### config.mk
export PLATFORM = sky130hd
export DESIGN_NAME = alu_operand_sequencer
export DESIGN_NICKNAME = d
export VERILOG_FILES = /design/src/rtl/alu_operand_sequencer.sv
export SDC_FILE = /design/constraint.sdc
export NUM_CORES = 1
export LEC_CHECK = 0
export ABC_AREA = 0
export CAP_MARGIN = 20
export CORE_MARGIN = 8
export CORE_UTILIZATION = 48
export CTS_CLUSTER_DIAMETER = 120
export DETAILED_ROUTE_END_ITERATION = 6
export HOLD_SLACK_MARGIN = 0.15
export PLACE_DENSITY_LB_ADDON = 0.25
export SYNTH_ARGS = -nofsm -noshare
export SYNTH_HDL_FRONTEND = slang
export SYNTH_SLANG_ARGS = --single-unit
### constraint.sdc
create_clock -name clk_2 -period 2.1 [get_ports clk_2]
set_input_delay 0.42 -clock clk_2 [delete_from_list [all_inputs] [get_ports clk_2]]
set_output_delay 0.42 -clock clk_2 [all_outputs]
set_load 0.1 [all_outputs]
### src/rtl/alu_operand_sequencer.sv
// Step-driven operand sequencer. A debounced push-button steps through loading A, B and an opcode,
// then shows a registered ALU result with a signed-overflow flag.
module alu_operand_sequencer #(
  parameter int NBITS = 3,
  parameter int NOPS  = 2
) (
  input  logic             clk_2,
  input  logic             rst_n,
  input  logic [NBITS-1:0] data_in,
  input  logic [NOPS-1:0]  op_in,
  input  logic             step,
  input  logic             clear,
  output logic [NBITS-1:0] a_q,
  output logic [NBITS-1:0] b_q,
  output logic [NOPS-1:0]  f_q,
  output logic [NBITS-1:0] result,
  output logic             ovf,
  output logic             valid,
  output logic [1:0]       state_o
);

  localparam int unsigned MSB = NBITS - 1;

  typedef enum logic [1:0] {
    LOAD_A  = 2'b00,
    LOAD_B  = 2'b01,
    LOAD_OP = 2'b10,
    SHOW    = 2'b11
  } state_t;

  state_t           r_state;
  state_t           w_next_state;
  logic             r_step_s1;
  logic             r_step_s2;
  logic             r_step_d;
  logic             w_step_edge;
  logic [NBITS-1:0] r_a;
  logic [NBITS-1:0] r_b;
  logic [NOPS-1:0]  r_f;
  logic [NBITS-1:0] r_result;
  logic             r_ovf;
  logic             r_valid;
  logic [NBITS-1:0] w_alu_res;
  logic             w_alu_ovf;

  // Button synchroniser plus history flop; clear does not touch it, so an aborted edge is lost.
  always_ff @(posedge clk_2 or negedge rst_n) begin
    if (!rst_n) begin
      r_step_s1 <= 1'b0;
      r_step_s2 <= 1'b0;
      r_step_d  <= 1'b0;
    end else begin
      r_step_s1 <= step;
      r_step_s2 <= r_step_s1;
      r_step_d  <= r_step_s2;
    end
  end

  assign w_step_edge = r_step_s2 & ~r_step_d;

  // ALU uses the live opcode so the result is ready on the LOAD_OP capture edge.
  always_comb begin
    w_alu_res = '0;
    w_alu_ovf = 1'b0;
    case (op_in)
      NOPS'(0): begin
        w_alu_res = r_a + r_b;
        w_alu_ovf = (r_a[MSB] == r_b[MSB]) && (w_alu_res[MSB] != r_a[MSB]);
      end
      NOPS'(1): begin
        w_alu_res = r_a - r_b;
        w_alu_ovf = (r_a[MSB] != r_b[MSB]) && (w_alu_res[MSB] != r_a[MSB]);
      end
      NOPS'(2): w_alu_res = r_a & r_b;
      NOPS'(3): w_alu_res = r_a | r_b;
      default:  w_alu_res = '0;
    endcase
  end

  always_ff @(posedge clk_2 or negedge rst_n) begin
    if (!rst_n) begin
      r_state <= LOAD_A;
    end else begin
      r_state <= w_next_state;
    end
  end

  always_comb begin
    w_next_state = r_state;
    if (clear) begin
      w_next_state = LOAD_A;
    end else if (w_step_edge) begin
      case (r_state)
        LOAD_A:  w_next_state = LOAD_B;
        LOAD_B:  w_next_state = LOAD_OP;
        LOAD_OP: w_next_state = SHOW;
        SHOW:    w_next_state = LOAD_A;
        default: w_next_state = LOAD_A;
      endcase
    end
  end

  always_ff @(posedge clk_2 or negedge rst_n) begin
    if (!rst_n) begin
      r_a      <= '0;
      r_b      <= '0;
      r_f      <= '0;
      r_result <= '0;
      r_ovf    <= 1'b0;
      r_valid  <= 1'b0;
    end else if (clear) begin
      r_a      <= '0;
      r_b      <= '0;
      r_f      <= '0;
      r_result <= '0;
      r_ovf    <= 1'b0;
      r_valid  <= 1'b0;
    end else begin
      r_valid <= 1'b0;
      if (w_step_edge) begin
        case (r_state)
          LOAD_A: r_a <= data_in;
          LOAD_B: r_b <= data_in;
          LOAD_OP: begin
            r_f      <= op_in;
            r_result <= w_alu_res;
            r_ovf    <= w_alu_ovf;
            r_valid  <= 1'b1;
          end
          default: ;
        endcase
      end
    end
  end

  assign a_q     = r_a;
  assign b_q     = r_b;
  assign f_q     = r_f;
  assign result  = r_result;
  assign ovf     = r_ovf;
  assign valid   = r_valid;
  assign state_o = r_state;

endmodule

==> flow_summary.json, run 1 <==
{
  "status": "complete, no violations",
  "grt_pass1_wl_um": 4040,
  "holdPathEnd": "r_step_s2$_DFF_PN0_",
  "syn-cell-area_sq_um": 1030,
  "multi_input_area_sq_um": 533,
  "drt_iter0_drc": 26,
  "hold_violations": 0,
  "clk_path_buf_depth": 2,
  "finalWirelength_um": 2300,
  "pwr-share-comb_pct": 20.6,
  "cts_sinks": 18,
  "hold_depth": 0,
  "r2r_slack_ns": 0.13,
  "synth_fp_nets": 132,
  "ys_seq_area_share_pct": 43.9,
  "netlist.top_cell.by_area": "dfrtp_1",
  "cts_made_buffers": 3,
  "nets": 158,
  "p_per_area_nw_per_um2": 557,
  "required_ns": 2.31,
  "synthTopCellsByArea": "dfrtp_1, ha_1, nand2_1, a21oi_1, fa_1",
  "crit_arrival_ns": 2.19,
  "drive_gt1_share_pct": 24.4,
  "setup_slack_ns": 0.127,
  "netSwitchingFraction_pct": 30.3,
  "synthAdderAreaFrac_pct": 17.3,
  "rsz0062_at_grt": "false",
  "start_util_pct": 51.8,
  "timing.final.crit_share_pct": 93.9,
  "regToRegStartpoint": "b_q[0]$_DFFE_PN0P_",
  "path_delay_family": "flip-flops",
  "cp-start-kind": "register",
  "fin_crit_ns": 1.97,
  "yosysTopAreaCellShare_pct": 43.9,
  "portBuffers": 23,
  "rows": 16,
  "relSlewSlack_pct": 58.9,
  "path_cells": "ha_4, fa_2, xnor2_1, or3_1, a211o_1, a21oi_2",
  "ys_warn_count": 0,
  "synthDistinctLibCells": 23,
  "cpPeakStageDelay_ns": 0.53,
  "globalplace.congestion": 0.862,
  "htree_levels": 1,
  "seqCellArea_sq_um": 463,
  "cts_setup_buffers": 0,
  "synth-simple-area-share_pct": 18.3,
  "core_sq_um": 1980,
  "cts-root-buf": "clkbuf_4",
  "path_max_fanout": 5,
  "die_area_sq_um": 3870,
  "synthCells": 110,
  "max_freq_mhz": 507,
  "first_pass_iters": 4,
  "critPathKind": "register to register",
  "hold_path.startpoint": "r_step_s1$_DFF_PN0_",
  "synth_top_family_by_area": "simple AND/OR/NAND/NOR gates",
  "rr_worst_depth": 6,
  "grt_max_degree": 16,
  "p_total_uw": 735,
  "p_int_uw": 512,
  "ys_ff_latch": 18,
  "overflow": 0,
  "ant_nets": 0,
  "worst_clock_skew_ns": 0.00792,
  "rr_endpoint": "ovf$_DFFE_PN0P_",
  "holdBufCountCts": 0,
  "cap_violations": 0,
  "boundaryPins": 24,
  "drc_errors": 0,
  "worstMarginPinSlew_ns": 0.614,
  "p_seq_share_pct": 50.1,
  "cts_resized": 0,
  "grt_use_total_pct": 12.6,
  "vdd_ir_drop_max_mv": 0.438,
  "place_ws_ns": 0.152,
  "clk_latency_ns": 0.29,
  "vias": 837,
  "routed_via_density": 5.17,
  "die_height_um": 62.2,
  "synth-compound-area-share_pct": 11.0,
  "avgSynthCellArea_sq_um": 9.33,
  "hold_path.class": "register to register",
  "grt_pass1_vias": 857,
  "synth-xor-area-share_pct": 1.71,
  "net-switching-power_uw": 222,
  "critPathCaptureType": "register",
  "cts_tree": "yes",
  "leakage_uw": 0.000585,
  "clkTransAtPathRegs_ns": 0.11,
  "finalSetupViolations": 0,
  "finalSetupTns_ns": 0,
  "nFillCells": 163,
  "synthMuxAreaShare_pct": 2.20,
  "wl_per_cell_um": 14.2,
  "antenna_found_initial": 0,
  "clock_power_share_pct": 29.3,
  "diodes": 0,
  "syn_to_final_growth_pct": 28.5,
  "cp.buffers_inverters": 0,
  "maxSlewViolCount": 0,
  "slowest_stage": "dfrtp_4",
  "dp.final_hpwl_um": 1750,
  "chipWidth_um": 62.2
}
## worst max path at each step
stage	from	endpoint	slack, ns	cells past startpoint
after detailed placement	a_q[0]$_DFFE_PN0P_	result[1]$_DFFE_PN0P_	0.15	7
after global routing	a_q[0]$_DFFE_PN0P_	result[1]$_DFFE_PN0P_	0.02	7
after floorplan	b_q[0]$_DFFE_PN0P_	ovf$_DFFE_PN0P_	0.03	6
after global placement	a_q[0]$_DFFE_PN0P_	result[1]$_DFFE_PN0P_	0.17	7
final	b_q[0]$_DFFE_PN0P_	ovf$_DFFE_PN0P_	0.13	6
after CTS	b_q[0]$_DFFE_PN0P_	ovf$_DFFE_PN0P_	0.13	6
## stage by stage
stage,cells,hold slack [ns],cell area (sq um),util (%)
finish,162,0.361,1320,66.5
global route,162,0.373,1320,66.5
CTS,162,0.364,1320,66.5
detailed placement,158,0.340,1280,64.7
global placement,158,0.336,1280,64.7
floorplan,110,0.124,1050,-
## cell usage after synthesis (all sizes together)
master  number
nand2       18
or2          1
or3          1
nor2         8
a21oi       14
and3         1
nor2b        1
a211o        1
xnor2        1
clkbuf       4
nand2b       3
dfrtp       18
ha          11
and2         1
xor2         1
nand3        8
inv         10
a211oi       3
buf          1
o211ai       1
mux4         1
fa           2
## kinds of logic (layout without fill, tap and decap cells)
family          after synthesis  in the layout
xor+xnor                      2              2
simple gates                 42             42
flops                        18             18
buf+inv                      15             40
fa+ha+maj                    13             13
compound gates               19             19
mux                           1              1
## layer usage
metal / track usage (%) / vias up / part of all wire [%]
met1: 16.2 / 397 / 44
met2: 19.9 / 28 / 50
met4: 5.25 / 0 / 0.91
met3: 2.69 / 4 / 5.0
li1: - / 408 / -
met5: 0 / - / 0
## cell type report
cell class,instances,share of cell area [%]
clock buffer,4,2.75
inverter,10,2.85
multi-input combinational,77,40.4
timing repair buffer,26,16.3
sequential,18,35.1
tap,27,2.56
## power by group through the flow
stage	Clock, uW	Combinational, uW	Sequential, uW
floorplan	0	51.7	423
global placement	0	150	375
detailed placement	0	152	375
CTS	222	153	369
global route	239	166	370
finish	215	151	368
## worst register-to-register path, delay by kind of cell (launching register included)
| family | cells | cell delay, ns |
|---|---|---|
| compound gates | 2 | 0.40 |
| xor+xnor | 1 | 0.13 |
| fa+ha+maj | 2 | 0.53 |
| flops | 1 | 0.53 |
| simple gates | 1 | 0.30 |
## sequential cells by signal, summed over array words and instances, names as in the netlist
register   count
state_o        2
r_step_s1      1
r_step_d       1
f_q            2
b_q            3
valid          1
r_step_s2      1
ovf            1
a_q            3
result         3
## placed cells by master, fill, tap and decap left out
master and instances:
nand2_1 18, buf_4 18, a21oi_1 13, dfrtp_1 12
inv_1 10, ha_1 10, nor2_1 8, nand3_1 8
clkdlybuf4s50_1 8, dfrtp_2 4, nand2b_1 3, a211oi_1 3
clkbuf_4 3, dfrtp_4 2, nor2b_1 1, and2_1 1
or2_2 1, and3_1 1, xor2_1 1, xnor2_1 1
or3_1 1, a211o_1 1, a21oi_2 1, mux4_2 1
o211ai_1 1, fa_2 1, fa_1 1, ha_4 1
clkbuf_8 1
No activity file was read; power rests on OpenSTA's default activity.
==> run 2: changes to the inputs <==
--- a/config.mk
+++ b/config.mk
@@ -8,9 +8,10 @@
 export ABC_AREA = 0
 export CAP_MARGIN = 20
 export CORE_MARGIN = 8
-export CORE_UTILIZATION = 48
+export CORE_UTILIZATION = 60
 export CTS_CLUSTER_DIAMETER = 120
 export DETAILED_ROUTE_END_ITERATION = 6
+export DONT_BUFFER_PORTS = 1
 export HOLD_SLACK_MARGIN = 0.15
 export PLACE_DENSITY_LB_ADDON = 0.25
 export SYNTH_ARGS = -nofsm -noshare
==> run 2 against run 1 <==
Net effect: non-clock buffer count shrank 8; first-iteration DRC count grew 35%; sequential power is essentially flat; utilization grew 7.2 points; routed wire length shrank 3.3%; die area shrank 15%; combinational power shrank 15%.
==> flow_summary.json, run 2 (synthesis gave the netlist of run 1 again) <==
{
  "path_cells": "ha_4, fa_2, xnor2_1, or3_1, a211o_1, a21oi_2",
  "vdd_ir_drop_max_mv": 0.492,
  "finalWirelength_um": 2220,
  "die_height_um": 57.4,
  "grt_max_degree": 19,
  "grt_pass1_wl_um": 3840,
  "worst_clock_skew_ns": 0.00252,
  "hold_violations": 0,
  "vias": 822,
  "dp.final_hpwl_um": 1700,
  "rows": 15,
  "grt_use_total_pct": 14.6,
  "required_ns": 2.33,
  "maxSlewViolCount": 0,
  "cts_made_buffers": 3,
  "cpPeakStageDelay_ns": 0.52,
  "hold-worst-slack_ns": 0.173,
  "wl_per_cell_um": 15.4,
  "final_cell_mix": "nand2_1, buf_4, a21oi_1",
  "start_util_pct": 61.4,
  "cts-root-buf": "clkbuf_4",
  "relSlewSlack_pct": 46.1,
  "portBuffers": 0,
  "cp-start-kind": "register",
  "pwr-share-comb_pct": 18.3,
  "clk_latency_ns": 0.29,
  "htree_levels": 1,
  "routed_via_density": 5.71,
  "finalSetupViolations": 0,
  "hold_path.class": "input port to register",
  "cp.buffers_inverters": 0,
  "globalplace.congestion": 0.872,
  "dpl_cell_area_sq_um": 1170,
  "leakage_uw": 0.000553,
  "path_max_fanout": 5,
  "netSwitchingFraction_pct": 29.4,
  "grt_pass1_vias": 874,
  "crit_arrival_ns": 2.20,
  "net-switching-power_uw": 208,
  "p_per_area_nw_per_um2": 575,
  "p_seq_share_pct": 51.8,
  "diodes": 0,
  "chipWidth_um": 57.4,
  "overflow": 0,
  "nets": 150,
  "cap_violations": 0,
  "worstMarginPinSlew_ns": 0.806,
  "drive_gt1_share_pct": 24.4,
  "p_int_uw": 499,
  "status": "complete, no violations",
  "utilization_pct": 73.7,
  "max_freq_mhz": 507,
  "finalSetupTns_ns": 0,
  "core_sq_um": 1670,
  "slowest_stage": "dfrtp_4",
  "cts_sinks": 18,
  "p_total_uw": 708,
  "drt_iter0_drc": 35,
  "boundaryPins": 24,
  "syn_to_final_growth_pct": 20.0,
  "rsz0062_at_grt": "false",
  "nFillCells": 111,
  "final_common_cell": "nand2_1",
  "cts_tree": "yes",
  "first_pass_iters": 4,
  "clk_path_buf_depth": 2,
  "drc_errors": 0,
  "clock_power_share_pct": 30.0,
  "critPathKind": "register to register",
  "fin_crit_ns": 1.97,
  "cts_setup_buffers": 0,
  "timing.final.crit_share_pct": 93.9,
  "critPathCaptureType": "register",
  "fin_area_sq_um": 1230,
  "antenna_found_initial": 0,
  "ant_nets": 0,
  "path_delay_family": "adder cells",
  "clkTransAtPathRegs_ns": 0.10,
  "die_area_sq_um": 3290
}
-- run 2: changes by cell type in the layout (fill, tap and decap cells not counted), sizes merged --
cell / before / now
buf: 18 / 16
dlygate4sd3: 0 / 2
clkdlybuf4s50: 8 / 0
-- run 2: cell type report --
cell class / instances / area (sq um) / share of cell area (%)
sequential: 18 / 463 / 37.6
clock buffer: 4 / 36.3 / 2.95
timing repair buffer: 18 / 140 / 11.4
tap: 17 / 21.3 / 1.73
inverter: 10 / 37.5 / 3.05
multi-input combinational: 77 / 533 / 43.3
-- run 2: stage by stage --
stage                     cells  setup slack [ns]
final                       144             0.127
after global routing        144            0.0479
after CTS                   143             0.119
after detailed placement    138             0.151
after global placement      138             0.188
after floorplan             110            0.0310
-- run 2: power by group through the flow --
stage	clock network [uW]	logic (uW)	registers (uW)
6_report	212	129	366
5_1_grt	227	141	368
4_1_cts	212	129	366
3_5_place_dp	0	120	373
3_3_place_gp	0	117	373
2_1_floorplan	0	51.7	423
-- run 2: final timing paths --
path                                      from                  end  slack, ns  cells after the start
max                         b_q[0]$_DFFE_PN0P_      ovf$_DFFE_PN0P_       0.13                      6
min                                      clear      ovf$_DFFE_PN0P_       0.17                      1
max reg2reg                 b_q[0]$_DFFE_PN0P_      ovf$_DFFE_PN0P_       0.13                      6
min reg2reg                r_step_s1$_DFF_PN0_  r_step_s2$_DFF_PN0_       0.36                      0
max in group asynchronous                rst_n   a_q[0]$_DFFE_PN0P_       0.87                      1
min in group asynchronous                rst_n   b_q[0]$_DFFE_PN0P_       0.65                      1
-- run 2: metal layers --
layer,GRT usage (%),share of wire [%],up-vias,wire (um)
met5,0,0,-,0
met4,5.00,0.81,0,18
met3,5.61,7.1,4,157
met2,25.2,52,25,1150
met1,15.7,41,401,901
li1,-,-,392,-
-- run 2: what timing repair did --
item | in CTS | in global routing
hold endpoints to repair | 18 | 1
hold buffers | 1 | 1
gates resized for setup | 0 | 0
